===== config.mk =====
export PLATFORM = sky130hd
export DESIGN_NAME = fft_frame_scheduler
export DESIGN_NICKNAME = d
export VERILOG_FILES = /design/src/rtl/fft_pkg.sv /design/src/rtl/fft_frame_packer.sv /design/src/rtl/fft_frame_scheduler.sv
export SDC_FILE = /design/constraint.sdc
export NUM_CORES = 1
export LEC_CHECK = 0
export BUFFER_PORTS_ARGS = -buffer_cell sky130_fd_sc_hd__buf_2
export CAP_MARGIN = 20
export CELL_PAD_IN_SITES_DETAIL_PLACEMENT = 0
export CELL_PAD_IN_SITES_GLOBAL_PLACEMENT = 1
export CORE_ASPECT_RATIO = 1.75
export CORE_MARGIN = 2
export CORE_UTILIZATION = 37
export CTS_CLUSTER_DIAMETER = 60
export DETAILED_ROUTE_END_ITERATION = 8
export PLACE_DENSITY = 0.69
export SLEW_MARGIN = 20
export SYNTH_ARGS = -nofsm -noshare
export SYNTH_HDL_FRONTEND = slang
export SYNTH_HIERARCHICAL = 1
export SYNTH_SLANG_ARGS = --single-unit

===== constraint.sdc =====
create_clock -name clk_1 -period 8.37 [get_ports clk_1]
set_input_delay 0.837 -clock clk_1 [delete_from_list [all_inputs] [get_ports clk_1]]
set_output_delay 0.837 -clock clk_1 [all_outputs]
set_load 0.005 [all_outputs]

===== src/rtl/fft_pkg.sv =====
// Shared constants and scheduler state encodings for the 8-point FFT frame path.
package fft_pkg;
    localparam int FFT_N         = 8;
    localparam int FFT_W         = 8;
    localparam int FFT_LAT_PAIRS = 3;
    localparam int FFT_BUS_W     = FFT_N * FFT_W;

    typedef enum logic [1:0] {
        SCH_IDLE  = 2'd0,
        SCH_RUN   = 2'd1,
        SCH_DRAIN = 2'd2
    } sch_state_t;
endpackage


===== src/rtl/fft_frame_packer.sv =====
// Serial-to-parallel input buffer: collects N samples into a frame for the scheduler.
module fft_frame_packer
    import fft_pkg::*;
#(
    parameter int W = FFT_W,
    parameter int N = FFT_N
) (
    input  logic           clk_1,
    input  logic           rst_n,
    input  logic [W-1:0]   s_data,
    input  logic           s_valid,
    input  logic           clear,
    output logic           s_ready,
    output logic           full,
    output logic [N*W-1:0] frame
);
    localparam int FW = $clog2(N + 1);
    localparam int IW = $clog2(N);

    logic [FW-1:0] fill_cnt;
    logic [W-1:0]  inbuf [N];

    assign s_ready = (fill_cnt < FW'(N));
    assign full    = (fill_cnt == FW'(N));

    // clear only arrives while full, so it never collides with a sample handshake
    always_ff @(posedge clk_1) begin
        if (!rst_n) begin
            fill_cnt <= '0;
            for (int i = 0; i < N; i++) inbuf[i] <= '0;
        end else if (clear) begin
            fill_cnt <= '0;
        end else if (s_valid && s_ready) begin
            inbuf[fill_cnt[IW-1:0]] <= s_data;
            fill_cnt                <= fill_cnt + FW'(1);
        end
    end

    for (genvar g = 0; g < N; g++) begin : g_frame
        assign frame[g*W +: W] = inbuf[g];
    end
endmodule


===== src/rtl/fft_frame_scheduler.sv =====
// Sequencer for the 8-point pipelined FFT datapath: frame issue, two-phase stage
// enables, result capture and serial drain with backpressure.
module fft_frame_scheduler
    import fft_pkg::*;
#(
    parameter int W         = FFT_W,
    parameter int N         = FFT_N,
    parameter int LAT_PAIRS = FFT_LAT_PAIRS
) (
    input  logic           clk_1,
    input  logic           rst_n,
    input  logic [W-1:0]   s_data,
    input  logic           s_valid,
    output logic           s_ready,
    output logic [N*W-1:0] dp_in,
    output logic           dp_load,
    output logic           dp_ph1_en,
    output logic           dp_ph2_en,
    input  logic [N*W-1:0] dp_out,
    output logic [W-1:0]   m_data,
    output logic           m_valid,
    input  logic           m_ready,
    output logic           m_last,
    output logic           busy,
    output logic [7:0]     frame_cnt
);
    localparam int PW = $clog2(2 * LAT_PAIRS);
    localparam int OW = $clog2(N);
    localparam logic [PW-1:0] P_LAST = PW'(2 * LAT_PAIRS - 1);
    localparam logic [OW-1:0] O_LAST = OW'(N - 1);

    sch_state_t     state, state_nxt;
    logic [PW-1:0]  phase;
    logic [OW-1:0]  out_idx;
    logic [W-1:0]   outbuf [N];
    logic [N*W-1:0] inbuf_frame;
    logic           full, issue, capture, out_fire;

    fft_frame_packer #(.W(W), .N(N)) u_packer (
        .clk_1   (clk_1),
        .rst_n   (rst_n),
        .s_data  (s_data),
        .s_valid (s_valid),
        .clear   (issue),
        .s_ready (s_ready),
        .full    (full),
        .frame   (inbuf_frame)
    );

    always_ff @(posedge clk_1) begin
        if (!rst_n) state <= SCH_IDLE;
        else        state <= state_nxt;
    end

    // The dp_load cycle is the first RUN cycle; phases start the cycle after it
    always_comb begin
        state_nxt = state;
        issue     = 1'b0;
        capture   = 1'b0;
        out_fire  = 1'b0;
        m_valid   = 1'b0;
        m_last    = 1'b0;
        m_data    = outbuf[out_idx];
        dp_ph1_en = 1'b0;
        dp_ph2_en = 1'b0;
        busy      = (state != SCH_IDLE);
        case (state)
            SCH_IDLE: begin
                if (full) begin
                    issue     = 1'b1;
                    state_nxt = SCH_RUN;
                end
            end
            SCH_RUN: begin
                if (!dp_load) begin
                    dp_ph1_en = ~phase[0];
                    dp_ph2_en = phase[0];
                    if (phase == P_LAST) begin
                        capture   = 1'b1;
                        state_nxt = SCH_DRAIN;
                    end
                end
            end
            SCH_DRAIN: begin
                m_valid = 1'b1;
                m_last  = (out_idx == O_LAST);
                if (m_ready) begin
                    out_fire = 1'b1;
                    if (out_idx == O_LAST) state_nxt = SCH_IDLE;
                end
            end
            default: state_nxt = SCH_IDLE;
        endcase
    end

    always_ff @(posedge clk_1) begin
        if (!rst_n) begin
            dp_in     <= '0;
            dp_load   <= 1'b0;
            phase     <= '0;
            out_idx   <= '0;
            frame_cnt <= '0;
            for (int i = 0; i < N; i++) outbuf[i] <= '0;
        end else begin
            dp_load <= issue;
            if (issue) dp_in <= inbuf_frame;
            if (state == SCH_RUN && !dp_load)
                phase <= (phase == P_LAST) ? '0 : phase + PW'(1);
            if (capture)
                for (int i = 0; i < N; i++) outbuf[i] <= dp_out[i*W +: W];
            if (out_fire) begin
                if (out_idx == O_LAST) begin
                    out_idx   <= '0;
                    frame_cnt <= frame_cnt + 8'd1;
                end else begin
                    out_idx <= out_idx + OW'(1);
                end
            end
        end
    end
endmodule


# After elaboration in Yosys (flattened, before gate mapping)
# Memory sizes are Yosys's and may differ from the RTL's. A register that Yosys moved wholly into a read port is not among the register bits.
# Index checks and enable logic that the tools add are counted.
# word_totals
register_bits	21
ram_bits	128
word_cells	92
n_memories	2
# memory_table
name	depth	word_bits	rd	rd_clocked_by_memory_dff	write_ports	line_no	source
outbuf	8	8	1	1	8	fft_frame_scheduler.sv:35	logic [W-1:0] outbuf [N];
u_packer.inbuf	8	8	8	8	8	fft_frame_packer.sv:21	logic [W-1:0] inbuf [N];
# op_classes
addsub	4
order_cmp	1
eq_ne	10
n_mux	42
bitwise_logic	10
n_reduce_logical	17
# op_table
cell	n
8-bit two-way mux	9
1-bit two-way mux	22
3-bit two-way mux	5
2-bit two-way mux	5
2-bit != test (second input constant)	5
1-bit logical NOT	9
8-bit by 1-bit adder with 8-bit output (second input constant)	1
1-bit bitwise OR	8
8-bit OR reduction	1
3-bit by 1-bit adder with 3-bit output (second input constant)	2
3-bit equality test (second input constant)	2
2-bit one-hot mux with 3 select lines	1
5-bit AND reduction	1
4-bit by 1-bit adder with 4-bit output (second input constant)	1
4-bit equality test (second input constant)	1
4-bit < comparator (second input constant)	1
2-bit by 1-bit equality test with 1-bit output (second input constant)	1
2-bit equality test (second input constant)	1
1-bit logical AND	2
2-bit logical NOT	1
1-bit NOT	2
2-bit AND reduction	1
2-bit nonzero test	1
2-bit OR reduction	1

# Logic depth before layout (Yosys ltp)
# Gate-level depths: netlist of run 1.
# depth
ltp_word	8
mapped_depth	11
depth_no_buf	8

# Modules after synthesis
# The synthesis of run 1 kept the hierarchy.
# modules_own_cells
mod	n_inst	cells_per_inst	area_each_um2
fft_frame_scheduler	1	536	5994.5
fft_frame_packer	1	172	2766.4

# Least setup slack after synthesis of run 1
# No wires, ideal clock.
# synth_path
path_type	reg2reg
from	reg u_packer.fill_cnt[0]
to	mem u_packer/inbuf[5][0] (netlist bit) (enable)
setup_time_ns	0.384
arrival_ns	2.527
required_ns	7.986
slack_ns	5.459
path_stages_with_launch	11
path_buffers	3
path_cell_list	dfxtp_1 > buf_4 > inv_1 > ha_1 > nor3b_1 > or3b_4 > inv_2 > buf_2 > nand4bb_2 > buf_6 > o21ai_0
# synth_lines
element	line_no	source
from (decl)	fft_frame_packer.sv:20	logic [FW-1:0] fill_cnt;
from (signal assigned)	fft_frame_packer.sv:35	fill_cnt <= fill_cnt + FW'(1);
to (decl)	fft_frame_packer.sv:21	

==> impl_results.md, run 1 <==
- Status: completed
- # fillers: 2227
- Logic pwr share: 3.2%
- Vias per Instance: 4.73
- Cell area after layout: 10500 sq um
- Largest cells by area after synthesis: edfxtp_1, dfxtp_1, and2_1, nand2_1, a21oi_1
- RePlAce Congestion: 0.766
- Router iterations before antenna repair: 4
- Final setup viols: 0
- Synth Instances: 708
- Critical setup path kind: reg2reg
- Post-detailed-route count of antenna-violating nets: 0
- Count leader, synth: nand2_1
- First-pass GRT wire length: 31.1 mm
- WP data arrival: 4.28 ns
- Mapped cell area: 8760 sq um
- CTS buffer count: 21
- Commonest cells post-synth: nand2_1, and2_1, edfxtp_1
- Sequential Area: 5610 sq um
- Total GRT Usage: 15.8%
- CP max stage cell: or3b_4
- Max H-tree Level: 1
- Average cell area after synthesis: 12.4 sq um
- GR Layer Usage met3: 3.21%
- Net Sw Frac: 19.7%
- Initial Utilization: 37.5%
- Peak VDD IR: 0.152 mV
- Post-synth EDFFs: 128
- Largest net degree at the start of global routing: 70
- CP startpoint kind: flip-flop
- Seq pwr share: 52.0%
- Drt drc: 0
- Via count: 5548
- Vias in the first global route: 5655
- DP HPWL: 13.8 mm
- Fin. max-slew vios: 0
- Post-cts sizing count: 0
- Global route overflow: 0
- Syn nets: 789
- Synth warnings: 6
- Nets: 937
- P_leak: 4.12 nW
- Crit path time final: 4.12 ns
- Yosys top cell area share: 43.9%
- Core footprint: 23300 sq um
- CTS tree: done
- Area delta synth->final: 19.4%
- Internal power: 1.80 mW
- Root Buffer Master: clkbuf_16
- Total negative slack: 0 ns
- MaxCap Viol Count: 0
- Drt initial violations: 234
- Clock Power Share: 44.8%
- Relative slew slack: 29.1%
- Io pins: 163
- Ys async rst share: 0%
- Switch Pwr: 0.442 mW
- Reg clk slew, reported paths: 0.07 ns
- Sequential share of the synthesized area: 64.0%
- Period utilisation layout: 49.3%
- WP buf/inv: 2
- Clock Latency Late Sink: 0.49 ns
- Final-report hold violation count: 0
- HP Class: reg2reg
- Clock Sinks: 216
- Global routing's busiest layer: met2
- Site row count: 74
- Share of cells above drive strength 1: 26.4%
- Pwr Density: 214 nW/um^2
- N_diodes: 0
- Top cell family by delay on the critical path: simple AND/OR/NAND/NOR gates
- Post-synth top flop: edfxtp_1
- M1 GR Usage: 17.3%
- DP Area: 9720 sq um
- Peak Freq: 243 MHz
- Worst Tran Pin Value: 1.06 ns
- RSZ-0062 raised after global routing: false
- Clk buf depth: 3
- Port bufs: 162
- Initial antenna violation count: 0
- Largest area contributor in the netlist: edfxtp_1
- Hold_buf cts: 0
- Die Span Y: 208 um
- Routed wire length: 19.9 mm
- Final Skew: 0.0104 ns
- DR WL/cell: 17.0 um
- Grt met2 use: 30.2%
- Die X-Extent: 120 um
- Data required time of the critical path: 8.53 ns
- Post-CTS Setup Bufs: 0
- Worst path cell trace: inv_1 -> ha_1 -> nor3b_1 -> or3b_4 -> inv_2 -> nand4bb_2 -> nor4b_4 -> or2b_1
- Endpoint class of the critical path: flip-flop
- Crit path largest cell delay: 0.82 ns
- #FFs+latches synth: 216
- Multi-input logic area: 2870 sq um
- Worst-path maximum fanout: 66
- Die Area: 25000 sq um
- Yosys cell types: 50
- R2r setup slk: 4.25 ns
tightest hold or removal path: stages (launching register included):
cell     delay (ns)
dfxtp_1        0.31
nand2_1        0.05
a21oi_1        0.05
final timing paths:
kind / cells past startpoint / from / end
setup / recovery: 8 / u_packer/fill_cnt[0] / u_packer/inbuf[4][7]
hold / removal: 2 / dp_in[39] / dp_in[39]
setup reg to reg: 8 / u_packer/fill_cnt[0] / u_packer/inbuf[4][7]
hold reg to reg: 2 / dp_in[39] / dp_in[39]
power groups by stage:
stage | Clock (mW) | Combinational (mW) | Sequential, mW
CTS | 1.03 | 0.0733 | 1.16
detailed placement | 0 | 0.0727 | 1.19
global route | 1.06 | 0.0793 | 1.17
finish | 1.00 | 0.0714 | 1.16
floorplan | 0 | 0.0419 | 1.18
global placement | 0 | 0.0720 | 1.19
metrics by stage:
step / util, % / hold WS, ns / setup slack [ns] / power [mW] / std cells
after global placement: 41.7 / 0.440 / 4.20 / 1.26 / 1137
after detailed placement: 41.7 / 0.444 / 4.07 / 1.26 / 1137
after floorplan: - / 0.450 / 5.46 / 1.22 / 708
after global routing: 44.8 / 0.471 / 3.94 / 2.31 / 1174
after CTS: 44.8 / 0.453 / 4.05 / 2.27 / 1174
final: 44.8 / 0.451 / 4.25 / 2.24 / 1174
layer usage:
layer | routed length (um) | vias up | share of wire, %
met2 | 10800 | 146 | 54
met5 | 0 | - | 0
met1 | 7470 | 2636 | 38
met3 | 1130 | 29 | 5.7
li1 | - | 2737 | -
met4 | 524 | 0 | 2.6
cell type report:
| type | count | area share, % |
|---|---|---|
| clock buffers | 31 | 6.06 |
| clock inverters | 6 | 1.00 |
| inverters | 8 | 0.287 |
| multi-input cells | 443 | 27.4 |
| flip-flops and latches | 216 | 53.6 |
| well taps | 304 | 3.64 |
| repair buffers | 166 | 8.04 |
sequential cells by signal, indices dropped and copies added, names as in the netlist, named ones only:
register,cells
frame_cnt,8
out_idx,3
u_packer/inbuf,64
state,2
phase,3
outbuf,64
dp_in,64
u_packer/fill_cnt,4
dp_load,1
cell families (layout without fill, tap and decap cells):
| kind of cell | count (synthesis) | after routing | synth area share [%] |
|---|---|---|---|
| and+or+nand+nor | 323 | 323 | 20.6 |
| DFF | 216 | 216 | 64.0 |
| muxes | 28 | 28 | 6.03 |
| xor gates and xnor gates | 4 | 4 | 0.400 |
| AOI/OAI and AO/OA | 83 | 83 | 4.97 |
| adders and majority gates | 5 | 5 | 0.714 |
| buffers and inverters | 49 | 211 | 3.31 |
cell usage in the layout, fill, tap and decap left out, types with 2 or more instances in the layout:
cell type	instances
o21ai_1	2
clkinv_2	3
clkbuf_16	22
nand3b_1	5
or3_1	2
buf_4	4
ha_1	5
a21oi_1	73
xor2_1	2
mux4_2	6
or2b_1	7
xnor2_1	2
nor2_2	2
nand3_1	3
or4_1	3
nand2_1	138
o31ai_1	3
inv_2	3
inv_1	5
nor3b_1	2
and4bb_1	2
nor2b_1	3
dfxtp_1	88
clkbuf_1	4
nand2b_1	2
and2_1	129
clkbuf_8	5
mux4_1	10
edfxtp_1	128
mux2i_1	4
mux2_2	8
nor4_4	4
bufinv_16	3
nor2_1	10
buf_2	162
No activity file was read; power rests on OpenSTA's default activity.
==> inputs of run 2 (changes only) <==
==> constraint.sdc (replaced) <==
create_clock -name clk_1 -period 3.97 [get_ports clk_1]
set_input_delay 0.397 -clock clk_1 [delete_from_list [all_inputs] [get_ports clk_1]]
set_output_delay 0.397 -clock clk_1 [all_outputs]
set_load 0.005 [all_outputs]
==> run 2 against run 1 <==
Clock power increased by 82%. Largest power group unchanged. Critical path depth rose by 1. Worst hold slack worse by 0.27 ns. Register-to-register slack lost 3.4 ns.
==> impl_results.md, run 2 (same netlist as run 1, synthesis figures left out) <==
- Post-CTS Setup Bufs: 0
- Io pins: 163
- Most common library cell in the layout ignoring fill and taps: buf_2
- Largest net degree at the start of global routing: 66
- DP Area: 9780 sq um
- Router iterations before antenna repair: 4
- Status: completed
- Seq pwr share: 55.3%
- Post-cts sizing count: 0
- Area delta synth->final: 18.6%
- MaxCap Viol Count: 0
- Final non-filler cell total: 1182
- Reg clk slew, reported paths: 0.06 ns
- Clock Power Share: 41.1%
- Net Sw Frac: 20.7%
- Worst Setup Slack, final: 0.800 ns
- DR WL/cell: 17.2 um
- Cell mode on critical path: inv_2
- Registers with the most flip-flops: dp_in: 64 flops, outbuf: 64 flops, u_packer/inbuf: 64 flops
- Clk buf depth: 3
- Clock Sinks: 216
- Root Buffer Master: clkbuf_16
- Total negative slack: 0 ns
- CP max stage cell: dfxtp_1
- CTS buffer count: 21
- P_leak: 4.09 nW
- CP startpoint kind: flip-flop
- Hold_buf cts: 0
- Nets: 944
- Final setup viols: 0
- Worst slack, placed: 0.782 ns
- Clock Latency Late Sink: 0.49 ns
- Drt drc: 0
- Site row count: 74
- Core footprint: 23300 sq um
- Port bufs: 162
- Endpoint class of the critical path: flip-flop
- Routed wire length: 20.3 mm
- Switch Pwr: 0.916 mW
- First-pass GRT wire length: 31.7 mm
- Peak Freq: 315 MHz
- Share of cells above drive strength 1: 26.1%
- # fillers: 2269
- Cell area after layout: 10400 sq um
- WP buf/inv: 3
- Relative slew slack: 44.3%
- Most frequent cells in the layout: buf_2, nand2_1, and2_1
- RSZ-0062 raised after global routing: false
- Die Area: 25000 sq um
- Initial antenna violation count: 2
- Post-detailed-route count of antenna-violating nets: 0
- Top cell family by delay on the critical path: simple AND/OR/NAND/NOR gates
- Period utilisation layout: 79.9%
- Data required time of the critical path: 4.13 ns
- HP Class: in2reg
- Fin. max-slew vios: 0
- Die Span Y: 208 um
- Vias per Instance: 4.75
- Global route overflow: 0
- CTS tree: done
- Worst path cell trace: inv_2 -> ha_1 -> nor3b_1 -> or3b_4 -> inv_2 -> nand4bb_2 -> buf_4 -> nor4b_4 -> or2b_1
- RePlAce Congestion: 0.776
- Total power: 4.43 mW
- Peak VDD IR: 0.368 mV
- Max H-tree Level: 1
- Placed insts: 1144
- Die X-Extent: 120 um
- Multi-input logic area: 2870 sq um
- Via count: 5619
- Final-report hold violation count: 0
- Pwr Density: 427 nW/um^2
- Final Skew: 0.0112 ns
- Vias in the first global route: 5706
- Crit path time final: 3.17 ns
- Total GRT Usage: 16.2%
- Sequential Area: 5610 sq um
- Critical setup path kind: reg2reg
- Drt initial violations: 279
- Crit path largest cell delay: 0.61 ns
- Logic pwr share: 3.6%
- Worst-path maximum fanout: 9
- Worst Tran Pin Value: 0.834 ns
- Internal power: 3.52 mW
- WP data arrival: 3.33 ns
- Initial Utilization: 37.5%
- DP HPWL: 14.1 mm
[run 2: path summary, 6_finish.rpt]
path / from / to / cells past startpoint / slack, ns
hold / removal: dp_out[16] / outbuf[2][0] / 2 / 0.18
setup reg to reg: u_packer/fill_cnt[1] / u_packer/inbuf[4][1] / 9 / 0.80
hold reg to reg: dp_in[54] / dp_in[54] / 2 / 0.45
setup / recovery: u_packer/fill_cnt[1] / u_packer/inbuf[4][1] / 9 / 0.80
[run 2: cell type report]
cell class	count	area share, %
clock buffers	35	5.76
clock inverters	2	0.108
well taps	304	3.66
diodes	1	0.0241
multi-input cells	443	27.6
repair buffers	173	8.60
inverters	8	0.289
flip-flops and latches	216	54.0
[run 2: metal layers]
metal  track usage [%]  wire length (um)  vias up  part of all wire [%]
li1                  -                 -     2761                     -
met1              17.4              7520     2694                    37
met2              31.8             11300      142                    56
met3              3.30              1190       22                   5.9
met4              3.57               301        0                   1.5
met5                 0                 0        -                     0
[run 2: stage by stage]
step	hold slack (ns)	util [%]
2_1_floorplan	0.450	-
3_3_place_gp	0.442	41.9
3_5_place_dp	0.447	41.9
4_1_cts	0.161	44.5
5_1_grt	0.168	44.5
6_report	0.178	44.5
[run 2: power by group through the flow]
stage	clock (mW)	sequential (mW)	combinational, mW
floorplan	0	2.49	0.0883
detailed placement	0	2.50	0.163
global placement	0	2.50	0.162
finish	1.82	2.45	0.160
global route	1.96	2.46	0.177
CTS	1.89	2.45	0.164
==> inputs of run 3 (changes only) <==
--- a/config.mk
+++ b/config.mk
@@ -5,6 +5,7 @@
 export SDC_FILE = /design/constraint.sdc
 export NUM_CORES = 1
 export LEC_CHECK = 0
+export ABC_AREA = 1
 export BUFFER_PORTS_ARGS = -buffer_cell sky130_fd_sc_hd__buf_2
 export CAP_MARGIN = 20
 export CELL_PAD_IN_SITES_DETAIL_PLACEMENT = 0
@@ -14,7 +15,7 @@
 export CORE_UTILIZATION = 37
 export CTS_CLUSTER_DIAMETER = 60
 export DETAILED_ROUTE_END_ITERATION = 8
-export PLACE_DENSITY = 0.69
+export PLACE_DENSITY = 0.75
 export SLEW_MARGIN = 20
 export SYNTH_ARGS = -nofsm -noshare
 export SYNTH_HDL_FRONTEND = slang
==> constraint.sdc (replaced) <==
create_clock -name clk_1 -period 2.7 [get_ports clk_1]
set_input_delay 0.27 -clock clk_1 [delete_from_list [all_inputs] [get_ports clk_1]]
set_output_delay 0.27 -clock clk_1 [all_outputs]
set_load 0.005 [all_outputs]
==> run 3 against run 2 <==
Worst hold slack worse by 0.15 ns. Synthesized cell count is 29% higher. Count of clock-buffer cells in the layout is 8 lower. Sequential power is 47% higher. Clock skew is 0.00094 ns higher. Clock power is 58% higher. Non-clock buffer count is 1 lower. Total power is 52% higher. Core utilization is 0.76 points higher. First-iteration DRC count is 58% higher. Die area is 0.29% lower. Via count is 15% higher. Critical path type is now reg2out. Highest routed layer unchanged.
==> impl_results.md, run 3 <==
- CP startpoint kind: flip-flop
- Count leader, synth: nor2_1
- Port bufs: 162
- Pwr Density: 642 nW/um^2
- Ys async rst share: 0%
- Most common library cell in the layout ignoring fill and taps: nor2_1
- Final Skew: 0.0121 ns
- Multiplexer area fraction after synthesis: 0%
- Drt drc: 0
- Mapped cell area: 8730 sq um
- Largest net degree at the start of global routing: 67
- Share of cells above drive strength 1: 22.6%
- Hold EP: outbuf[7][3]
- Cell mode on critical path: nand2_1
- Initial Utilization: 37.6%
- Vias in the first global route: 6445
- Worst r2r path cells: 10
- Relative slew slack: 37.1%
- Post-synthesis simple-gate area fraction: 20.8%
- Yosys cell types: 27
- Endpoint class of the critical path: primary output
- GR Layer Usage met3: 2.77%
- Critical setup path kind: reg2out
- Die Span Y: 207 um
- Synth Instances: 910
- # fillers: 2330
- Crit path time final: 2.44 ns
- Synth warnings: 6
- Sequential share of the synthesized area: 64.2%
- Compound-Gate Fraction of Synth Area: 7.62%
- CTS tree: done
- Via count: 6447
- Multi-input logic area: 2570 sq um
- RePlAce Congestion: 0.798
- Reg clk slew, reported paths: 0.07 ns
- Clk buf depth: 3
- Global route overflow: 0
- Fin. max-slew vios: 0
- Commonest cells post-synth: nor2_1, edfxtp_1, o21ai_0
- Most frequent cells in the layout: nor2_1, buf_2, edfxtp_1
- Site row count: 74
- Peak Freq: 410 MHz
- HP Class: in2reg
- Initial antenna violation count: 0
- Die Area: 24900 sq um
- CTS buffer count: 21
- Largest area contributor in the netlist: edfxtp_1
- Total power: 6.75 mW
- Largest cells by area after synthesis: edfxtp_1, dfxtp_1, nor2_1, o21ai_0, inv_1
- CP max stage cell: inv_1
- Period utilisation layout: 90.2%
- Worst Hold Launch: dp_out[59]
- Clock Latency Late Sink: 0.49 ns
- Status: completed
- First-pass GRT wire length: 32.9 mm
- Worst slack, placed: 0.506 ns
- Hold_buf cts: 0
- Final setup viols: 0
- Largest family of logic cells by synthesized area: simple AND/OR/NAND/NOR gates
- P_leak: 4.76 nW
- Average cell area after synthesis: 9.60 sq um
- Sequential Area: 5610 sq um
- Registers with the most flip-flops: dp_in: 64 flops, outbuf: 64 flops, u_packer/inbuf: 64 flops
- Worst Setup Slack, final: 0.263 ns
- Final-report hold violation count: 0
- Max H-tree Level: 1
- Global routing's busiest layer: met2
- Core footprint: 23200 sq um
- Drt initial violations: 440
- Post-synth top flop: edfxtp_1
- MaxCap Viol Count: 0
- WP data arrival: 2.17 ns
- Router iterations before antenna repair: 4
- Syn nets: 991
- Post-Synth XOR/XNOR Area: 0%
- Worst-path maximum fanout: 17
- Hold Path Cell Cnt: 3
- #FFs+latches synth: 216
- Data required time of the critical path: 2.43 ns
- Post-synth EDFFs: 128
- Post-CTS Setup Bufs: 0
- Worst path cell trace: buf_4 -> inv_1 -> o21ai_0 -> o22ai_1 -> nand2_1 -> nand2_1 -> buf_2
- Vias per Instance: 4.66
- Worst Tran Pin Value: 0.943 ns
- DR WL/cell: 15.2 um
- N_diodes: 0
- Yosys top cell area share: 44.0%
- Peak VDD IR: 0.559 mV
- Total negative slack: 0 ns
- Root Buffer Master: clkbuf_16
- Crit path largest cell delay: 0.45 ns
- Nets: 1147
- M1 GR Usage: 16.6%
- DP HPWL: 15.2 mm
- Clock Sinks: 216
- Post-detailed-route count of antenna-violating nets: 0
- Adder-Cell Fraction of Synth Area: 0.716%
- Io pins: 163
- RSZ-0062 raised after global routing: false
- Area delta synth->final: 20.5%
- FF-to-FF Start: u_packer/fill_cnt[1]
- Grt met2 use: 33.3%
- Total GRT Usage: 16.7%
- Worst R2R End: u_packer/inbuf[6][1]
- R2r setup slk: 0.51 ns
- Routed wire length: 21.1 mm
- Post-cts sizing count: 0
- Die X-Extent: 120 um
==> run 3: layout make-up <==
| cell class | instances | area share, % |
|---|---|---|
| sequential | 216 | 53.3 |
| multi-input combinational | 548 | 24.4 |
| timing repair buffer | 172 | 8.42 |
| clock buffer | 27 | 5.60 |
| inverter | 107 | 3.82 |
| tap | 304 | 3.61 |
| clock inverter | 10 | 0.880 |
==> run 3: worst max path at each step <==
stage                               startpoint                    to  slack [ns]
after floorplan                       phase[0]          outbuf[0][0]        0.44
after CTS                            flip-flop             m_data[2]        0.19
after detailed placement  u_packer/fill_cnt[1]  u_packer/inbuf[6][2]        0.51
after global routing                 flip-flop             m_data[2]        0.09
final                                flip-flop             m_data[2]        0.26
after global placement    u_packer/fill_cnt[1]  u_packer/inbuf[4][1]        0.57
==> run 3: kinds of logic after synthesis <==
logic type / after synthesis
simple gates: 414
flops: 216
buf+inv: 146
compound gates: 129
fa+ha+maj: 5
==> run 3: stage by stage <==
stage	utilization [%]	std cells	area, sq um	hold slack [ns]
2_1_floorplan	-	910	8750	0.443
3_3_place_gp	42.3	1347	9840	0.454
3_5_place_dp	42.3	1347	9840	0.465
4_1_cts	45.3	1384	10500	0.0130
5_1_grt	45.3	1384	10500	0.0233
6_report	45.3	1384	10500	0.0310
==> run 3: per-layer routing <==
metal | part of all wire [%] | wire length, um
met3 | 5.7 | 1190
met2 | 55 | 11700
met5 | 0 | 0
met4 | 3.7 | 772
met1 | 35 | 7430
==> run 3: where the power goes <==
part	switching [mW]	internal, mW
combinational	0.191	0.0875
clock	1.22	1.65
sequential	0.0266	3.57
total	1.44	5.31
==> run 3: critical path: cells and delay by family, from the launching register on <==
family,cells,cell delay (ns)
AOI/OAI and AO/OA,2,0.48
DFF,1,0.30
buffers and inverters,3,0.74
and+or+nand+nor,2,0.14
